File: config.mk
export PLATFORM = sky130hd
export DESIGN_NAME = instruction_prefetch_queue
export DESIGN_NICKNAME = d
export VERILOG_FILES = /design/src/rtl/instruction_prefetch_queue.sv
export SDC_FILE = /design/constraint.sdc
export NUM_CORES = 1
export LEC_CHECK = 0
export ABC_AREA = 1
export CELL_PAD_IN_SITES_DETAIL_PLACEMENT = 1
export CELL_PAD_IN_SITES_GLOBAL_PLACEMENT = 1
export CORE_UTILIZATION = 39
export CTS_CLUSTER_DIAMETER = 50
export DETAILED_ROUTE_END_ITERATION = 7
export PLACE_DENSITY_LB_ADDON = 0.1
export RECOVER_POWER = 50
export SLEW_MARGIN = 0
export SYNTH_ARGS = -nofsm -noshare
export SYNTH_HDL_FRONTEND = slang
export SYNTH_SLANG_ARGS = --single-unit
export TNS_END_PERCENT = 20
File: constraint.sdc
create_clock -name CLK -period 2.8 [get_ports CLK]
set_clock_uncertainty 0.05 [all_clocks]
set_input_delay 0.7 -clock CLK [delete_from_list [all_inputs] [get_ports CLK]]
set_output_delay 0.7 -clock CLK [all_outputs]
set_load 0.02 [all_outputs]
File: src/rtl/instruction_prefetch_queue.sv
// ---------------------------------------------------------------------------
// instruction_prefetch_queue
//
// DEPTH-entry instruction FIFO between instruction fetch and the control
// unit. The head entry is the current instruction and is decoded into the
// same fields as the single-entry instruction register. Fetch may run ahead
// of execution, and a branch discards prefetched words with flush.
//
// Optional feature macro: IPQ_PEEK_EN
//   Adds NEXT / NEXT_VALID, exposing the entry behind the head so the control
//   unit can pre-decode the following instruction.
//
// Ports
//   CLK                    clock, all state updates on the rising edge
//   RESET                  synchronous, active-low reset
//   in_valid / in          fetch offers an instruction word
//   in_ready               queue can accept a word (count < DEPTH)
//   advance                control unit consumes the head instruction
//   flush                  discard every queued instruction
//   out_valid / out        head entry present / head word (zero when empty)
//   OPCODE                 out[WIDTH-1 -: OPCODE_W]
//   REGISTER_ADRESS        out[WIDTH-OPCODE_W-1]
//   REGISTER_ADRESS_STACK  out[WIDTH-OPCODE_W-1 -: 2]
//   IMMEDIATE              out[WIDTH-OPCODE_W-2:0]
//   BA                     out[WIDTH-OPCODE_W-1:0]
//   count                  number of valid entries
//   NEXT / NEXT_VALID      second entry and its presence (IPQ_PEEK_EN only)
//
// Handshake: a word transfers on a rising edge exactly when in_valid and
// in_ready are both 1 (push); the head is consumed exactly when advance and
// out_valid are both 1 (pop). in_valid while full and advance while empty
// are ignored. in_ready and out_valid come from registered state only, so
// there is no combinational path from in_valid/advance to them.
// ---------------------------------------------------------------------------
module instruction_prefetch_queue #(
  parameter int WIDTH    = 16,
  parameter int DEPTH    = 4,
  parameter int OPCODE_W = 6
) (
  input  logic                        CLK,
  input  logic                        RESET,
  input  logic                        in_valid,
  input  logic [WIDTH-1:0]            in,
  output logic                        in_ready,
  input  logic                        advance,
  input  logic                        flush,
  output logic                        out_valid,
  output logic [WIDTH-1:0]            out,
  output logic [OPCODE_W-1:0]         OPCODE,
  output logic                        REGISTER_ADRESS,
  output logic [1:0]                  REGISTER_ADRESS_STACK,
  output logic [WIDTH-OPCODE_W-2:0]   IMMEDIATE,
  output logic [WIDTH-OPCODE_W-1:0]   BA,
  output logic [$clog2(DEPTH+1)-1:0]  count
`ifdef IPQ_PEEK_EN
  ,
  output logic [WIDTH-1:0]            NEXT,
  output logic                        NEXT_VALID
`endif
);

  localparam int PW = $clog2(DEPTH);
  localparam int CW = $clog2(DEPTH+1);

  logic [WIDTH-1:0] storage [DEPTH];
  logic [PW-1:0]    wr_ptr;
  logic [PW-1:0]    rd_ptr;
  logic [CW-1:0]    count_q;

  logic push;
  logic pop;

  // Status flags come straight from the occupancy counter.
  assign in_ready  = (count_q != CW'(DEPTH));
  assign out_valid = (count_q != '0);
  assign count     = count_q;

  // Transfers are qualified by reset and flush so that a discarded push
  // never lands in storage and a discarded pop never moves a pointer.
  assign push = RESET && !flush && in_valid && in_ready;
  assign pop  = RESET && !flush && advance  && out_valid;

  // Storage is intentionally not reset or cleared on flush; the counter
  // alone decides which entries are meaningful.
  always_ff @(posedge CLK) begin
    if (push) begin
      storage[wr_ptr] <= in;
    end
  end

  always_ff @(posedge CLK) begin
    if (!RESET) begin
      wr_ptr  <= '0;
      rd_ptr  <= '0;
      count_q <= '0;
    end else if (flush) begin
      wr_ptr  <= '0;
      rd_ptr  <= '0;
      count_q <= '0;
    end else begin
      // Pointers wrap naturally because DEPTH is a power of two.
      if (push) begin
        wr_ptr <= wr_ptr + PW'(1);
      end
      if (pop) begin
        rd_ptr <= rd_ptr + PW'(1);
      end
      case ({push, pop})
        2'b10:   count_q <= count_q + CW'(1);
        2'b01:   count_q <= count_q - CW'(1);
        default: count_q <= count_q;
      endcase
    end
  end

  // Head word is forced to zero when empty so every decoded field is zero too.
  always_comb begin
    out = '0;
    if (out_valid) begin
      out = storage[rd_ptr];
    end
  end

  assign OPCODE                = out[WIDTH-1 -: OPCODE_W];
  assign REGISTER_ADRESS       = out[WIDTH-OPCODE_W-1];
  assign REGISTER_ADRESS_STACK = out[WIDTH-OPCODE_W-1 -: 2];
  assign IMMEDIATE             = out[WIDTH-OPCODE_W-2:0];
  assign BA                    = out[WIDTH-OPCODE_W-1:0];

`ifdef IPQ_PEEK_EN
  assign NEXT_VALID = (count_q >= CW'(2));

  always_comb begin
    NEXT = '0;
    if (NEXT_VALID) begin
      NEXT = storage[rd_ptr + PW'(1)];
    end
  end
`endif

endmodule
# Yosys cells after proc, flatten, opt, wreduce, memory -nomap -nowiden
# Memories as Yosys holds them, arrays and structs flattened. A register that Yosys moved wholly into a read port is not among the register bits.
# Cells that the tools add are included.
# totals
out_inout_bits	49
regBits	7
latch_bits	0
romBits	0
mem_bits_rw	64
input_bits	21
memories	1
elab_cells	27
# classes
div_mod_pow	0
n_eq_ne	3
n_mux	6
mul	0
magnitude_cmp	0
shift	0
n_reduce_logical	9
bitwise_logic	1
n_addsub	4
# memory_table
memory	depth	width	rd	rd_clocked_by_memory_dff	wr	line	source
storage	4	16	1	1	1	65	logic [WIDTH-1:0] storage [DEPTH];
# ops
op	n
$mux 16	1
$pmux 3 s2	1
$logic_and 1x1->1	5
$add 2x1->2 const B	2
$mux 2	2
$add 3x1->3 const B	1
$ne 3x3->1 const B	1
$reduce_bool 3->1	1
$sub 3x1->3 const B	1
$eq 2x1->1 const B	1
$eq 2x2->1 const B	1
$mux 1	2
$reduce_bool 2->1	1
$reduce_or 2->1	1
$logic_not 1->1	1
$not 1->1	1

# Longest topological paths before layout
# Gate-level depths: netlist of the first run.
# depth
word_depth	6
mapped_depth	14
depth_no_buf	14

# Worst setup path after synthesis of the first run
# No wires, ideal clock.
# synth_timing
kind	register to output
from	register count_q[2] (netlist: count[2])
to	output port BA[9]
path_buffers	2
required_ps	2050
path_slack_ps	405
path_stages_with_launch	7
arrival_ps	1645
cell_sequence	dfxtp_1 -> inv_2 -> nand3_4 -> inv_2 -> buf_2 -> a21oi_1 -> buf_4
# synth_via
elab_chain_cells	2
# synth_rtl
element	line	source
start: declaration	68	logic [CW-1:0] count_q;
start signal: assignment	109	2'b10: count_q <= count_q + CW'(1);
start signal: assignment	110	2'b01: count_q <= count_q - CW'(1);
start signal: assignment	111	default: count_q <= count_q;
$reduce_bool 3->1	75	assign out_valid = (count_q != '0);
net out_valid	47	output logic out_valid,
$mux 16	119	if (out_valid) begin
end: declaration	53	output logic [WIDTH-OPCODE_W-1:0] BA,
# The timed path passes the listed nets, and every way through them passes these cells.

# Worst setup path in the final report of the first run
# layout_timing
from	register count_q[2] (netlist: count[2])
to	output port out[11]
# layout_via
elab_chain_cells	2
# layout_rtl
element	line	source
$reduce_bool 3->1	75	
$mux 16	119	
end: declaration	48	output logic [WIDTH-1:0] out,
# Every way passes these cells.

==> results of run 1 <==
==> cell usage in the layout (no fill, tap or decap) <==
cell type	synthesis	layout
nand3_4	1	1
nor2_2	0	1
bufinv_16	0	1
ha_1	5	5
dfxtp_1	9	7
fa_1	1	1
dlymetal6s2s_1	0	8
dlygate4sd3_1	0	18
clkinv_1	0	2
buf_12	0	1
inv_4	1	1
clkdlybuf4s50_1	0	8
clkbuf_1	0	8
clkinv_2	0	1
dfxtp_2	0	2
clkinv_4	0	1
buf_4	33	10
edfxtp_1	64	64
nand3_2	1	1
o21ai_1	30	30
a21oi_1	21	21
inv_2	5	5
dlygate4sd2_1	0	35
clkinvlp_4	0	1
inv_1	15	15
nor2_1	75	74
nand2_1	13	13
o21ai_0	5	5
clkbuf_8	0	9
nand3_1	5	5
==> state kept, by name (all words and copies together), names as in the netlist, named ones only <==
register and count:
storage 64, count 3, rd_ptr 2, wr_ptr 2
==> where the power goes <==
group	switching (mW)	total [mW]	internal [mW]	leakage (nW)
sequential	0.00399	1.20	1.19	0.652
combinational	0.0774	0.131	0.0534	1.00
clock	0.382	0.787	0.406	0.0913
total	0.463	2.11	1.65	1.75
==> worst paths after layout <==
check,start,endpoint,cells after the start
setup reg to reg,count[0],storage[2][13],6
hold / removal,rd_ptr[1],register,2
setup / recovery,count[2],out[11],5
hold reg to reg,rd_ptr[1],register,2
==> stage by stage <==
step                 util  setup TNS [ps]  hold slack (ps)  cell area, µm²  total power, mW
finish              0.512               0              492            4040             2.11
global route        0.512               0              528            4040             2.19
CTS                 0.513               0              498            4050             2.15
detailed placement  0.495           -9.18              483            3910             1.37
global placement    0.495               0              485            3910             1.37
floorplan               -               0              415            3240             1.30
==> final cells by class <==
class	instances	share of cell area
sequential	73	0.521
timing repair buffer	87	0.195
multi-input combinational	157	0.185
clock buffer	10	0.0316
tap	102	0.0316
inverter	21	0.0201
clock inverter	6	0.0146
==> per-layer routing <==
metal	track usage	up-vias	routed length, µm
li1	-	1068	-
met1	0.203	1064	3020
met2	0.325	52	3660
met3	0.0374	10	250
met4	0.0808	0	121
met5	0	-	0
==> cell families after synthesis <==
kind of cell             Yosys count  synth area share
adder cells (fa/ha/maj)            6            0.0255
buffers and inverters             60             0.121
AND/OR/NAND/NOR                   95             0.118
AO/OA/AOI/OAI                     56            0.0866
flip-flops                        73             0.649
==> repair_timing <==
action | in CTS | in global routing
gates resized for setup | 37 | 8
endpoints found under the setup margin | 44 | 9
gates cloned | 0 | 0
pin swaps | 0 | 0
==> worst max-delay path, delay by kind of cell (launching register included) <==
kind            cells  cell delay, ps
buf+inv             3             870
flops               1             390
compound gates      1             190
simple gates        1             110
==> impl_metrics.env, run 1 <==
export IMPL_place_detailed_hpwl_um=4980
export IMPL_fp_dieW_um=93.1
export IMPL_cts_buffer_depth=2
export IMPL_grt_max_degree=25
export IMPL_numCtsBuffers=9
export IMPL_antenna_left=0
export IMPL_cp_required_ps=2050
export IMPL_synth_cells=290
export IMPL_vias=2194
export IMPL_preCtsSetupSlack_ps=-9.18
export IMPL_cp_arrival_ps=1930
export IMPL_design_final_nets=376
export IMPL_antenna_cells=0
export IMPL_synth_top_cells_by_count="nor2_1 (75), edfxtp_1 (64), buf_4 (33), o21ai_1 (30), a21oi_1 (21)"
export IMPL_cts_root_buf="clkbuf_8"
export IMPL_yosys_top_cells_area="edfxtp_1 (59%), nor2_1 (8.7%), buf_4 (7.7%)"
export IMPL_fmax_ghz=0.374
export IMPL_die_h_um=93.1
export IMPL_crit_top_cell="inv_2"
export IMPL_timing_slew_headroom=0.488
export IMPL_synth_net_count=317
export IMPL_multiInputGateArea_um2=748
export IMPL_gp_congestion=0.787
export IMPL_setup_viol=0
export IMPL_cts_sinks=73
export IMPL_synth_top_cell_by_area="edfxtp_1"
export IMPL_start_util=0.411
export IMPL_wl_per_cell_um=15.5
export IMPL_cts_max_level=3
export IMPL_drive_above_1_share=0.0989
export IMPL_firstDrtPassIters=4
export IMPL_rsz0062_at_grt="no"
export IMPL_outcome="completed"
export IMPL_start_kind="register"
export IMPL_die_area_um2=8670
export IMPL_power_density_nw_per_um2=524
export IMPL_synth_cell_type_count=18
export IMPL_avgSynthCellArea_um2=11.2
export IMPL_grt_total_usage=0.180
export IMPL_cts_setup_buffers=0
export IMPL_n_fill_cell=898
export IMPL_worstMarginPinSlew_ps=769
export IMPL_yosysWarnings=0
export IMPL_syn_area_um2=3240
export IMPL_hold_viol=0
export IMPL_period_minus_slack_ps=2680
export IMPL_vias_per_cell=4.81
export IMPL_async_reset_ff_frac=0
export IMPL_hold_buffers=0
export IMPL_grt_pass1_vias=2340
export IMPL_gr_total_overflow=0
export IMPL_cts_tree="yes"
export IMPL_synth_edf_count=64
export IMPL_synth_seq_cells=73
export IMPL_grt_pass1_wl_um=11400
export IMPL_insertion_delay_ps=340
export IMPL_reg2reg_slack_ps=830
export IMPL_cpPeakStageDelay_ps=620
export IMPL_area_delta_synth_final_pct=24.7
export IMPL_hp_class="reg2reg"
export IMPL_slowest_stage="clkdlybuf4s50_1"
export IMPL_cap_violations=0
export IMPL_cp_cell_sequence="inv_2 > nand3_4 > inv_2 > a21oi_1 > clkdlybuf4s50_1"
export IMPL_final_cell_count_no_fill=456
export IMPL_route_detailed_drc=0
export IMPL_yosysMostFrequentCell="nor2_1"
export IMPL_p_leak_nw=1.75
export IMPL_path_class="reg2out"
export IMPL_irDropWorstVdd_mv=0.238
export IMPL_worst_slack_ps=123
export IMPL_worst_path_max_fanout=16
export IMPL_path_clk_slew_ps=80
export IMPL_io_pins=70
export IMPL_synthFlopType="edfxtp_1"
export IMPL_io_buffers=69
export IMPL_synthDominantCellAreaShare=0.594
export IMPL_drt_iter0_drc=47
export IMPL_finalWirelength_um=7050
export IMPL_synth_seq_area_share=0.649
export IMPL_critPathCaptureType="output port"
export IMPL_final_max_slew_viol_count=0
export IMPL_finalCritPeriodShare=0.956
export IMPL_grt_antenna_before_repair=0
export IMPL_seq_area_um2=2100
export IMPL_dpl_cell_count=440
export IMPL_core_area_um2=7890
export IMPL_row_count=32
(Power assumes the default switching activity.)
==> inputs of run 2 (changes only) <==
SLEW_MARGIN = 20   (was 0)
==> results of run 2 <==
No change in the layout: final DEF, timing and power equal those of run 1.
==> inputs of run 3 (changes only) <==
--- a/config.mk
+++ b/config.mk
@@ -10,3 +10,4 @@
 export CELL_PAD_IN_SITES_GLOBAL_PLACEMENT = 1
-export CORE_UTILIZATION = 39
+export CORE_ASPECT_RATIO = 0.9
+export CORE_UTILIZATION = 42
 export CTS_CLUSTER_DIAMETER = 50
==> constraint.sdc (replaced) <==
create_clock -name CLK -period 3.25 [get_ports CLK]
set_clock_uncertainty 0.05 [all_clocks]
set_input_delay 0.8125 -clock CLK [delete_from_list [all_inputs] [get_ports CLK]]
set_output_delay 0.8125 -clock CLK [all_outputs]
set_load 0.01 [all_outputs]
==> run 3 against run 2 <==
Net effect: register-to-register slack gained 450 ps; critical path depth grew 1; count of clock-buffer cells in the layout decreased by 1; worst hold slack worse by 17 ps; critical path type unchanged; sequential power is 14% lower; first-iteration DRC count up 110%; wire length fell by 4.3%; clock power is 12% lower; sequential cell count unchanged; critical endpoint is now out[12]; die area is 7.0% lower.
==> impl_metrics.env, run 3 (synthesis gave the netlist of run 1 again) <==
export IMPL_outcome="completed"
export IMPL_slowest_stage="clkdlybuf4s50_1"
export IMPL_drive_above_1_share=0.0951
export IMPL_grt_pass1_vias=2180
export IMPL_critPathCaptureType="output port"
export IMPL_cts_tree="yes"
export IMPL_antenna_left=0
export IMPL_gp_congestion=0.782
export IMPL_gr_total_overflow=0
export IMPL_grt_pass1_wl_um=10900
export IMPL_cts_sinks=73
export IMPL_hold_start="rd_ptr[1]"
export IMPL_cp_arrival_ps=2180
export IMPL_worstMarginPinSlew_ps=615
export IMPL_irDropWorstVdd_mv=0.342
export IMPL_power_density_nw_per_um2=457
export IMPL_vias=2155
export IMPL_timing_slew_headroom=0.590
export IMPL_insertion_delay_ps=350
export IMPL_io_pins=70
export IMPL_whs_ps=476
export IMPL_cts_buffer_depth=2
export IMPL_hold_viol=0
export IMPL_hp_class="reg2reg"
export IMPL_cp_cell_sequence="buf_4 > nor2_1 > nor2_1 > o21ai_1 > a21oi_1 > clkdlybuf4s50_1"
export IMPL_setup_viol=0
export IMPL_cts_max_level=3
export IMPL_wl_per_cell_um=15.3
export IMPL_grt_max_degree=33
export IMPL_total_power_mw=1.83
export IMPL_finalWirelength_um=6740
export IMPL_fmax_ghz=0.328
export IMPL_hold_depth=2
export IMPL_firstDrtPassIters=4
export IMPL_row_count=29
export IMPL_cap_violations=0
export IMPL_path_clk_slew_ps=70
export IMPL_die_h_um=85.3
export IMPL_vias_per_cell=4.90
export IMPL_finalCritPeriodShare=0.937
export IMPL_regMostFlops="storage"
export IMPL_mostFrequentLayoutCell="nor2_1"
export IMPL_ctsResizeCount=0
export IMPL_start_util=0.446
export IMPL_area_delta_synth_final_pct=23.6
export IMPL_path_class="reg2out"
export IMPL_crit_top_cell="nor2_1"
export IMPL_cp_required_ps=2390
export IMPL_hold_buffers=0
export IMPL_r2r_end="storage[1][2]"
export IMPL_place_detailed_hpwl_um=4490
export IMPL_die_area_um2=8070
export IMPL_io_buffers=69
export IMPL_reg2reg_from="count[1]"
export IMPL_final_cell_mix="nor2_1 (73), edfxtp_1 (64), clkdlybuf4s50_1 (48)"
export IMPL_largest_register_ffs=64
export IMPL_cts_setup_buffers=0
export IMPL_design_final_nets=369
export IMPL_route_detailed_drc=0
export IMPL_p_leak_nw=1.43
export IMPL_reg2reg_slack_ps=1280
export IMPL_reg2reg_depth=6
export IMPL_start_kind="register"
export IMPL_numCtsBuffers=9
export IMPL_fp_dieW_um=94.6
export IMPL_period_minus_slack_ps=3050
export IMPL_cpPeakStageDelay_ps=610
export IMPL_core_area_um2=7260
export IMPL_worst_path_max_fanout=32
export IMPL_cts_root_buf="clkbuf_8"
export IMPL_grt_antenna_before_repair=0
export IMPL_final_max_slew_viol_count=0
export IMPL_grt_total_usage=0.185
export IMPL_drt_iter0_drc=99
export IMPL_rsz0062_at_grt="no"
export IMPL_antenna_cells=0
export IMPL_fin_tns_setup_ps=0
[run 3: worst max-delay path by stage]
stage | start | cells after the start | endpoint | slack, ps
final | register | 6 | out[12] | 200
after global routing | register | 6 | out[12] | 20
after CTS | register | 6 | out[12] | 130
after detailed placement | RESET | 12 | count[2] | 400
after global placement | RESET | 14 | count[2] | 500
after floorplan | flush | 5 | storage[0][0] | 890
[run 3: layout make-up]
class | instances | area, µm²
Tap cell | 93 | 116
Fill cell | 801 | 3250
Timing Repair Buffer | 80 | 758
Multi-Input combinational cell | 157 | 751
Sequential cell | 73 | 2100
Clock inverter | 7 | 70.1
Inverter | 21 | 81.3
Clock buffer | 9 | 124
[run 3: stage by stage]
stage / instance area [µm²] / worst slack (ps) / utilization / std cells
after global placement: 3830 / 498 / 0.528 / 424
after global routing: 4000 / 17.5 / 0.552 / 440
after floorplan: 3240 / 890 / - / 290
final: 4000 / 203 / 0.552 / 440
after detailed placement: 3830 / 404 / 0.528 / 424
after CTS: 4020 / 134 / 0.554 / 440
[run 3: layer usage]
| layer | part of all wire | vias up | wire length [µm] | GRT usage |
|---|---|---|---|---|
| li1 | - | 1052 | - | - |
| met1 | 0.44 | 1037 | 2960 | 0.228 |
| met2 | 0.50 | 60 | 3370 | 0.320 |
| met3 | 0.052 | 6 | 349 | 0.0520 |
| met4 | 0.0093 | 0 | 63 | 0.0455 |
| met5 | 0 | - | 0 | 0 |
[run 3: where the power goes]
part / internal (mW) / switching, mW / total [mW]
Sequential: 1.03 / 0.00342 / 1.03
Combinational: 0.0537 / 0.0552 / 0.109
Clock: 0.354 / 0.335 / 0.689
Total: 1.44 / 0.393 / 1.83
[run 3: worst max-delay path: cells and delay by family, from the launching register on]
kind | cells | cell delay, ps
flip-flops | 1 | 340
AND/OR/NAND/NOR | 2 | 200
AO/OA/AOI/OAI | 2 | 370
buffers and inverters | 2 | 940
